===== src/rtl/ddr_types_pkg.sv =====
// Shared command types and default DDR timing constants for the command timing gate.
// Timing values are in controller clock cycles.
package ddr_types_pkg;

    localparam int DDR_NUM_RANKS = 2;
    localparam int DDR_NUM_BANKS = 32;
    localparam int DDR_CW        = 10;
    localparam int DDR_TRCD      = 26;
    localparam int DDR_TRAS      = 52;
    localparam int DDR_TRP       = 26;
    localparam int DDR_TRRD      = 8;
    localparam int DDR_TRFC      = 472;
    localparam int DDR_TCCD      = 8;

    // Rank field carries a spare bit so an out-of-range rank can reach the gate.
    localparam int DDR_RANK_W    = 2;
    localparam int DDR_BANK_W    = 5;

    typedef enum logic [2:0] {
        CMD_NOP = 3'd0,
        CMD_ACT = 3'd1,
        CMD_RD  = 3'd2,
        CMD_WR  = 3'd3,
        CMD_PRE = 3'd4,
        CMD_REF = 3'd5
    } ddr_op_e;

    typedef struct packed {
        ddr_op_e                op;
        logic [DDR_RANK_W-1:0]  rank;
        logic [DDR_BANK_W-1:0]  bank;
    } ddr_cmd_t;

endpackage


===== src/rtl/ddr_bank_timer.sv =====
// Per-bank open flag plus tRCD/tRAS/tRP countdowns.
// ACT opens the bank and loads tRCD/tRAS; PRE closes it and loads tRP.
module ddr_bank_timer
    import ddr_types_pkg::*;
#(
    parameter int CW   = DDR_CW,
    parameter int TRCD = DDR_TRCD,
    parameter int TRAS = DDR_TRAS,
    parameter int TRP  = DDR_TRP
) (
    input  logic clk,
    input  logic rst,
    input  logic act_ld,
    input  logic pre_ld,
    output logic is_open,
    output logic rcd_ok,
    output logic ras_ok,
    output logic rp_ok
);

    logic [CW-1:0] rcd_q;
    logic [CW-1:0] ras_q;
    logic [CW-1:0] rp_q;

    // Loading T-1 spaces the issuing clock edges by at least T cycles.
    always_ff @(posedge clk or posedge rst) begin
        if (rst) begin
            is_open <= 1'b0;
            rcd_q   <= '0;
            ras_q   <= '0;
            rp_q    <= '0;
        end else begin
            if (act_ld) begin
                is_open <= 1'b1;
                rcd_q   <= CW'(TRCD - 1);
                ras_q   <= CW'(TRAS - 1);
            end else begin
                if (rcd_q != '0) rcd_q <= rcd_q - CW'(1);
                if (ras_q != '0) ras_q <= ras_q - CW'(1);
            end
            if (pre_ld) begin
                is_open <= 1'b0;
                rp_q    <= CW'(TRP - 1);
            end else if (rp_q != '0) begin
                rp_q <= rp_q - CW'(1);
            end
        end
    end

    assign rcd_ok = (rcd_q == '0);
    assign ras_ok = (ras_q == '0);
    assign rp_ok  = (rp_q == '0);

endmodule


===== src/rtl/ddr_cmd_timing_gate.sv =====
// Holds scheduler commands until DDR timing-legal, issuing through a one-entry output register.
// Optional `DDR_CMD_GATE_STATS_EN enables the saturating stall_cycles counter.
module ddr_cmd_timing_gate
    import ddr_types_pkg::*;
#(
    parameter int NUM_RANKS = DDR_NUM_RANKS,
    parameter int NUM_BANKS = DDR_NUM_BANKS,
    parameter int CW        = DDR_CW,
    parameter int TRCD      = DDR_TRCD,
    parameter int TRAS      = DDR_TRAS,
    parameter int TRP       = DDR_TRP,
    parameter int TRRD      = DDR_TRRD,
    parameter int TRFC      = DDR_TRFC,
    parameter int TCCD      = DDR_TCCD
) (
    input  logic        clk,
    input  logic        rst,
    input  logic        cmd_valid,
    output logic        cmd_ready,
    input  ddr_cmd_t    cmd,
    output logic        phy_valid,
    input  logic        phy_ready,
    output ddr_cmd_t    phy_cmd,
    output logic        bank_busy,
    output logic        rank_busy,
    output logic        proto_err,
    output logic [15:0] stall_cycles
);

    localparam int RK_W = (NUM_RANKS > 1) ? $clog2(NUM_RANKS) : 1;
    localparam int BK_W = (NUM_BANKS > 1) ? $clog2(NUM_BANKS) : 1;

    logic [NUM_BANKS-1:0] bank_open [NUM_RANKS];
    logic [NUM_BANKS-1:0] rcd_ok    [NUM_RANKS];
    logic [NUM_BANKS-1:0] ras_ok    [NUM_RANKS];
    logic [NUM_BANKS-1:0] rp_ok     [NUM_RANKS];
    logic [CW-1:0]        trrd_q    [NUM_RANKS];
    logic [CW-1:0]        trfc_q    [NUM_RANKS];
    logic [CW-1:0]        tccd_q;

    logic [RK_W-1:0]      rk;
    logic [BK_W-1:0]      bk;
    logic                 in_range;
    logic [NUM_RANKS-1:0] rank_sel;
    logic [NUM_BANKS-1:0] bank_sel;
    logic                 trfc_busy;
    logic                 state_err;
    logic                 bank_blk;
    logic                 rank_blk;
    logic                 legal;
    logic                 slot_free;
    logic                 issue;
    logic                 drop;

    assign rk       = cmd.rank[RK_W-1:0];
    assign bk       = cmd.bank[BK_W-1:0];
    assign in_range = (int'(cmd.rank) < NUM_RANKS) && (int'(cmd.bank) < NUM_BANKS);

    always_comb begin
        rank_sel     = '0;
        bank_sel     = '0;
        rank_sel[rk] = 1'b1;
        bank_sel[bk] = 1'b1;
    end

    // tCCD is column-command spacing, so it is reported through bank_busy.
    always_comb begin
        state_err = 1'b0;
        bank_blk  = 1'b0;
        rank_blk  = 1'b0;
        trfc_busy = (trfc_q[rk] != '0);
        if (cmd.op != CMD_NOP && !in_range) begin
            state_err = 1'b1;
        end else begin
            case (cmd.op)
                CMD_NOP: ;
                CMD_ACT: begin
                    state_err = bank_open[rk][bk];
                    bank_blk  = !rp_ok[rk][bk];
                    rank_blk  = (trrd_q[rk] != '0) || trfc_busy;
                end
                CMD_RD, CMD_WR: begin
                    state_err = !bank_open[rk][bk];
                    bank_blk  = !rcd_ok[rk][bk] || (tccd_q != '0);
                    rank_blk  = trfc_busy;
                end
                CMD_PRE: begin
                    state_err = !bank_open[rk][bk];
                    bank_blk  = !ras_ok[rk][bk];
                    rank_blk  = trfc_busy;
                end
                CMD_REF: begin
                    state_err = |bank_open[rk];
                    bank_blk  = !(&rp_ok[rk]);
                    rank_blk  = trfc_busy;
                end
                default: state_err = 1'b1;
            endcase
        end
    end

    // Handshake: a transfer happens on an edge where valid && ready. cmd_ready is also raised for
    // protocol-illegal commands, which are consumed and dropped. phy_cmd is held while phy_valid && !phy_ready.
    assign legal     = !state_err && !bank_blk && !rank_blk;
    assign slot_free = !phy_valid || phy_ready;
    assign cmd_ready = cmd_valid && slot_free && (legal || state_err);
    assign issue     = cmd_ready && legal && (cmd.op != CMD_NOP);
    assign drop      = cmd_ready && state_err;
    assign bank_busy = cmd_valid && !state_err && bank_blk;
    assign rank_busy = cmd_valid && !state_err && rank_blk;

    for (genvar r = 0; r < NUM_RANKS; r++) begin : g_rank
        for (genvar b = 0; b < NUM_BANKS; b++) begin : g_bank
            logic act_ld;
            logic pre_ld;
            assign act_ld = issue && (cmd.op == CMD_ACT) && rank_sel[r] && bank_sel[b];
            assign pre_ld = issue && (cmd.op == CMD_PRE) && rank_sel[r] && bank_sel[b];

            ddr_bank_timer #(
                .CW   (CW),
                .TRCD (TRCD),
                .TRAS (TRAS),
                .TRP  (TRP)
            ) u_bank_timer (
                .clk     (clk),
                .rst     (rst),
                .act_ld  (act_ld),
                .pre_ld  (pre_ld),
                .is_open (bank_open[r][b]),
                .rcd_ok  (rcd_ok[r][b]),
                .ras_ok  (ras_ok[r][b]),
                .rp_ok   (rp_ok[r][b])
            );
        end

        always_ff @(posedge clk or posedge rst) begin
            if (rst) begin
                trrd_q[r] <= '0;
                trfc_q[r] <= '0;
            end else begin
                if (issue && rank_sel[r] && cmd.op == CMD_ACT) trrd_q[r] <= CW'(TRRD - 1);
                else if (trrd_q[r] != '0)                       trrd_q[r] <= trrd_q[r] - CW'(1);
                if (issue && rank_sel[r] && cmd.op == CMD_REF) trfc_q[r] <= CW'(TRFC - 1);
                else if (trfc_q[r] != '0)                       trfc_q[r] <= trfc_q[r] - CW'(1);
            end
        end
    end

    always_ff @(posedge clk or posedge rst) begin
        if (rst) begin
            tccd_q    <= '0;
            phy_valid <= 1'b0;
            phy_cmd   <= '0;
            proto_err <= 1'b0;
        end else begin
            if (issue && (cmd.op == CMD_RD || cmd.op == CMD_WR)) tccd_q <= CW'(TCCD - 1);
            else if (tccd_q != '0)                               tccd_q <= tccd_q - CW'(1);
            if (issue) begin
                phy_valid <= 1'b1;
                phy_cmd   <= cmd;
            end else if (phy_ready) begin
                phy_valid <= 1'b0;
            end
            if (drop) proto_err <= 1'b1;
        end
    end

`ifdef DDR_CMD_GATE_STATS_EN
    logic [15:0] stall_q;

    always_ff @(posedge clk or posedge rst) begin
        if (rst) begin
            stall_q <= '0;
        end else if (cmd_valid && !cmd_ready && stall_q != 16'hFFFF) begin
            stall_q <= stall_q + 16'd1;
        end
    end

    assign stall_cycles = stall_q;
`else
    assign stall_cycles = 16'h0;
`endif

endmodule


===== config.mk =====
export PLATFORM = sky130hd
export DESIGN_NAME = ddr_cmd_timing_gate
export DESIGN_NICKNAME = d
export VERILOG_FILES = /design/src/rtl/ddr_types_pkg.sv /design/src/rtl/ddr_bank_timer.sv /design/src/rtl/ddr_cmd_timing_gate.sv
export SDC_FILE = /design/constraint.sdc
export NUM_CORES = 2
export LEC_CHECK = 0
export CORE_MARGIN = 10
export CORE_UTILIZATION = 55
export DETAILED_ROUTE_END_ITERATION = 12
export GPL_TIMING_DRIVEN = 0
export PLACE_DENSITY = 0.8
export SETUP_SLACK_MARGIN = 0.5
export SLEW_MARGIN = 5
export SYNTH_ARGS = -nofsm -noshare
export SYNTH_HDL_FRONTEND = slang
export SYNTH_SLANG_ARGS = --single-unit

===== constraint.sdc =====
create_clock -name clk -period 90.1 [get_ports clk]
set_clock_uncertainty 0.05 [all_clocks]
set_input_delay 18.02 -clock clk [delete_from_list [all_inputs] [get_ports clk]]
set_output_delay 18.02 -clock clk [all_outputs]
set_load 0.005 [all_outputs]

==> results.md <==
- Status: complete, but fails checks
- Failing checks: max-capacitance violations, max-slew violations
- Grt ovf: 0
- FFs w/ async S/R, synth: 1.00
- FF-to-FF setup slack: ~83 ns
- Reg clk slew, reported paths: ~0.060 ns
- Largest net degree at the start of global routing: 130
- CP max stage cell: buf_1
- Hold Path End: trrd_q[6]
- Flip-flop and latch area: ~0.05 mm2
- Top_reg_cell synth: dfrtp_1
- Post-synth top area cell: dfrtp_1
- Area delta synth->final: 11.0%
- Delay-heaviest family, CP: buffers and inverters
- Top cell type's share of synthesized area: 0.475
- Fill count: about 15,000
- Post-route cell area: ~0.12 mm2
- HP Start: trrd_q[6]
- Post-DP HPWL: about 230,000 um
- Tot GR Track Use: 0.294
- Distinct cells, synth: about 90
- Synth top area cells: dfrtp_1 48%, xnor2_1 6.5%, a21oi_1 6.1%, nand2_1 4.3%, nor3_1 3.2%
- DRT antenna net count: 0
- Post-layout power: 3.04 mW
- Type of the tightest min-delay check: reg2reg
- Worst-case reg-to-reg path depth: 16
- Core area: 0.195 mm2
- CTS resizes: 0
- GP Congestion: 1.07
- Synth Instances: 11,400
- Placed inst area: 0.112 mm2
- Final setup violation count: 0
- Clk Latency, worst-skew pair: 0.91 ns
- Critical path class: in2out
- Via count: approximately 90,000
- Fin Hold WS: ~0.43 ns
- Count leader, synth: dfrtp_1
- WP data required: just over 70 ns
- Initial DRC count: just over 10,000
- DIE AREA: 0.214 mm2
- DR vias/cell: around 6.3
- Share of layout cells above drive strength 1: 0.0860
- TNS Setup: 0 ns
- Post-synth EDFFs: 0
- CP Capture Type: output pin
- CP Buf/Inv Count: 9
- I/O Pins: between 40 and 50
- Maximum buffer depth of the clock tree: 3
- Hold path depth: 1
- RSZ-0062 raised after global routing: false
- Tmin final: between 40 and 50 ns
- Residual DRC: 0
- Final wirelength: approximately 330,000 um
- Static leakage: 45.3 nW
- Setup WS post-layout: 45.44 ns
- Mapped Area: approximately 0.11 mm2
- Hold Vio Cnt, Final: 0
- Syn Area/Cell: ~9.4 um2
- Fmax: 0.0224 GHz
- Max H-tree Level: 4
- Wire length per cell: between 20 and 25 um
- Starting Density: 0.553
- Fin. max-slew vios: 21
- Tcrit/Tclk final: 0.496
- Register area share after synthesis: 0.475
- CTS tree: yes
- Peak VDD IR: between 0.02 and 0.025 mV
- Antenna violations before repair: 28
- Vias in the first global route: around 89,000
- Die Y: between 400 and 500 um
- Footprint of the multi-input gates: 0.0525 mm2
- Global-route wire length before repair: around 500,000 um
- Post-layout util: 0.614
- Inst Count DP: ~14,000
- DR pass1 iterations: 10
- Post-CTS Hold Buffers: 0
- Commonest cells in the synthesized netlist: 2,046 x dfrtp_1, 1,323 x a21oi_1, 1,243 x nand2_1
- Critical-path cell list: clkdlybuf4s50_1 -> buf_2 -> buf_2 -> buf_1 -> clkbuf_1 -> buf_1 -> nand3_1 -> nand2_1 -> nand3_1 -> a21oi_1 -> a211o_1 -> clkbuf_1 -> buf_1 -> nand2_1 -> a211oi_1 -> clkdlybuf4s50_1
- Arrival @ worst endpoint: about 27 ns
- Die width: 463 um
- FP Rows: around 160
- Critical R2R Launch: g_rank[1].g_bank[11].u_bank_timer.rp_q[0]
- Max incr delay on CP: approximately 0.91 ns
- Final Net Count: 12,000
- R2r endpoint: g_rank[1].g_bank[14].u_bank_timer.ras_q[9]
- Setup Buffers After CTS: 0
- Number of warnings issued by yosys: 0
- Worst setup path start: cmd[5]
- CTS buffer count: 211
- Final cell count without fillers: 14,500
- Worst-Margin Slew: ~1.7 ns
- Placement Setup Slack: around 46 ns
- Worst path most repeated cell: buf_1
- P per Cell Area: 25.4 mW/mm2
- Root buf cell: clkbuf_16
- Max Cap Viol: 5
- Port bufs: 25
- Max-slew headroom: -0.114
- Clk sinks: between 2,000 and 2,500
- Seq cells post-synth: roughly 2,000
- CP startpoint kind: input port
- Worst-path maximum fanout: 10
## worst reg2reg max path, cell delays in order (launching register included)
cell and delay [ns]:
dfrtp_1 0.39, inv_1 0.10, ha_1 0.22, or3b_2 0.52, nor4_1 0.91, clkbuf_1 0.60
nand3_1 0.15, o31ai_1 0.12, o2111ai_1 0.20, a2111oi_0 0.50, o2bb2ai_1 0.22, nand4b_2 0.29
buf_6 0.25, a211oi_2 0.88, buf_2 0.73, buf_2 0.58, a21oi_1 0.15
## worst max path at each step
stage                                                  to  slack [ns]  cells past startpoint
2_1_floorplan    g_rank[0].g_bank[0].u_bank_timer.is_open       14.24                      1
3_3_place_gp   g_rank[0].g_bank[18].u_bank_timer.ras_q[6]       -6.51                      2
3_5_place_dp                                    bank_busy       46.04                     16
4_1_cts                                         bank_busy       46.03                     16
5_1_grt                                         bank_busy       45.91                     16
6_report                                        bank_busy       45.44                     16
## final cells by class
cell class              instances  area share
diodes                         18    0.000377
plain buffers                 448      0.0193
clock buffers                 298      0.0508
clock inverters                92      0.0111
inverters                     509      0.0160
multi-input cells            8442       0.439
flip-flops and latches       2046       0.428
well taps                    2624      0.0275
repair buffers                 57     0.00732
## per-layer routing
metal,track usage,vias up,share of wire
li1,-,40800,-
met1,0.356,45000,0.38
met2,0.459,3894,0.44
met3,0.0873,1158,0.099
met4,0.188,28,0.075
met5,0.00334,-,0.00081
## sequential cells by signal, summed over array words and instances (netlist names)
| register | count |
|---|---|
| g_rank.g_bank.u_bank_timer.ras_q | 640 |
| g_rank.g_bank.u_bank_timer.rcd_q | 640 |
| g_rank.g_bank.u_bank_timer.rp_q | 640 |
| g_rank.g_bank.u_bank_timer.is_open | 64 |
| trfc_q | 20 |
| trrd_q | 20 |
| phy_cmd | 10 |
| tccd_q | 10 |
| phy_valid | 1 |
| proto_err | 1 |
## where the power goes
part	total [mW]	switching, mW	internal [mW]
clock network	0.930	0.391	0.539
registers	1.48	0.294	1.19
logic	0.628	0.326	0.302
## kinds of logic after synthesis
logic type,Yosys count,synth area share
AOI/OAI and AO/OA,2427,0.135
and+or+nand+nor,4381,0.206
muxes,238,0.0238
buffers and inverters,957,0.0390
xor gates and xnor gates,1118,0.0909
DFF,2046,0.475
other,1,0.0000348
adders and majority gates,262,0.0304
## placed cells by master (no fill, tap or decap), types with 74 or more instances in the layout
cell type and count:
nand2_1 1243, nand2b_1 96, o21ai_0 396, xnor2_1 794
nor3_1 686, dfrtp_1 2046, or3_1 178, clkbuf_1 308
buf_2 111, inv_1 508, ha_1 262, clkbuf_16 212
nor2b_1 113, a21oi_2 210, a22oi_1 89, a21oi_1 1323
nor4_1 332, nand3_1 258, mux2i_1 161, or4_1 140
nor3b_1 89, nor4b_1 74, nor2_1 781, xor2_1 324
(Power assumes the default switching activity.)
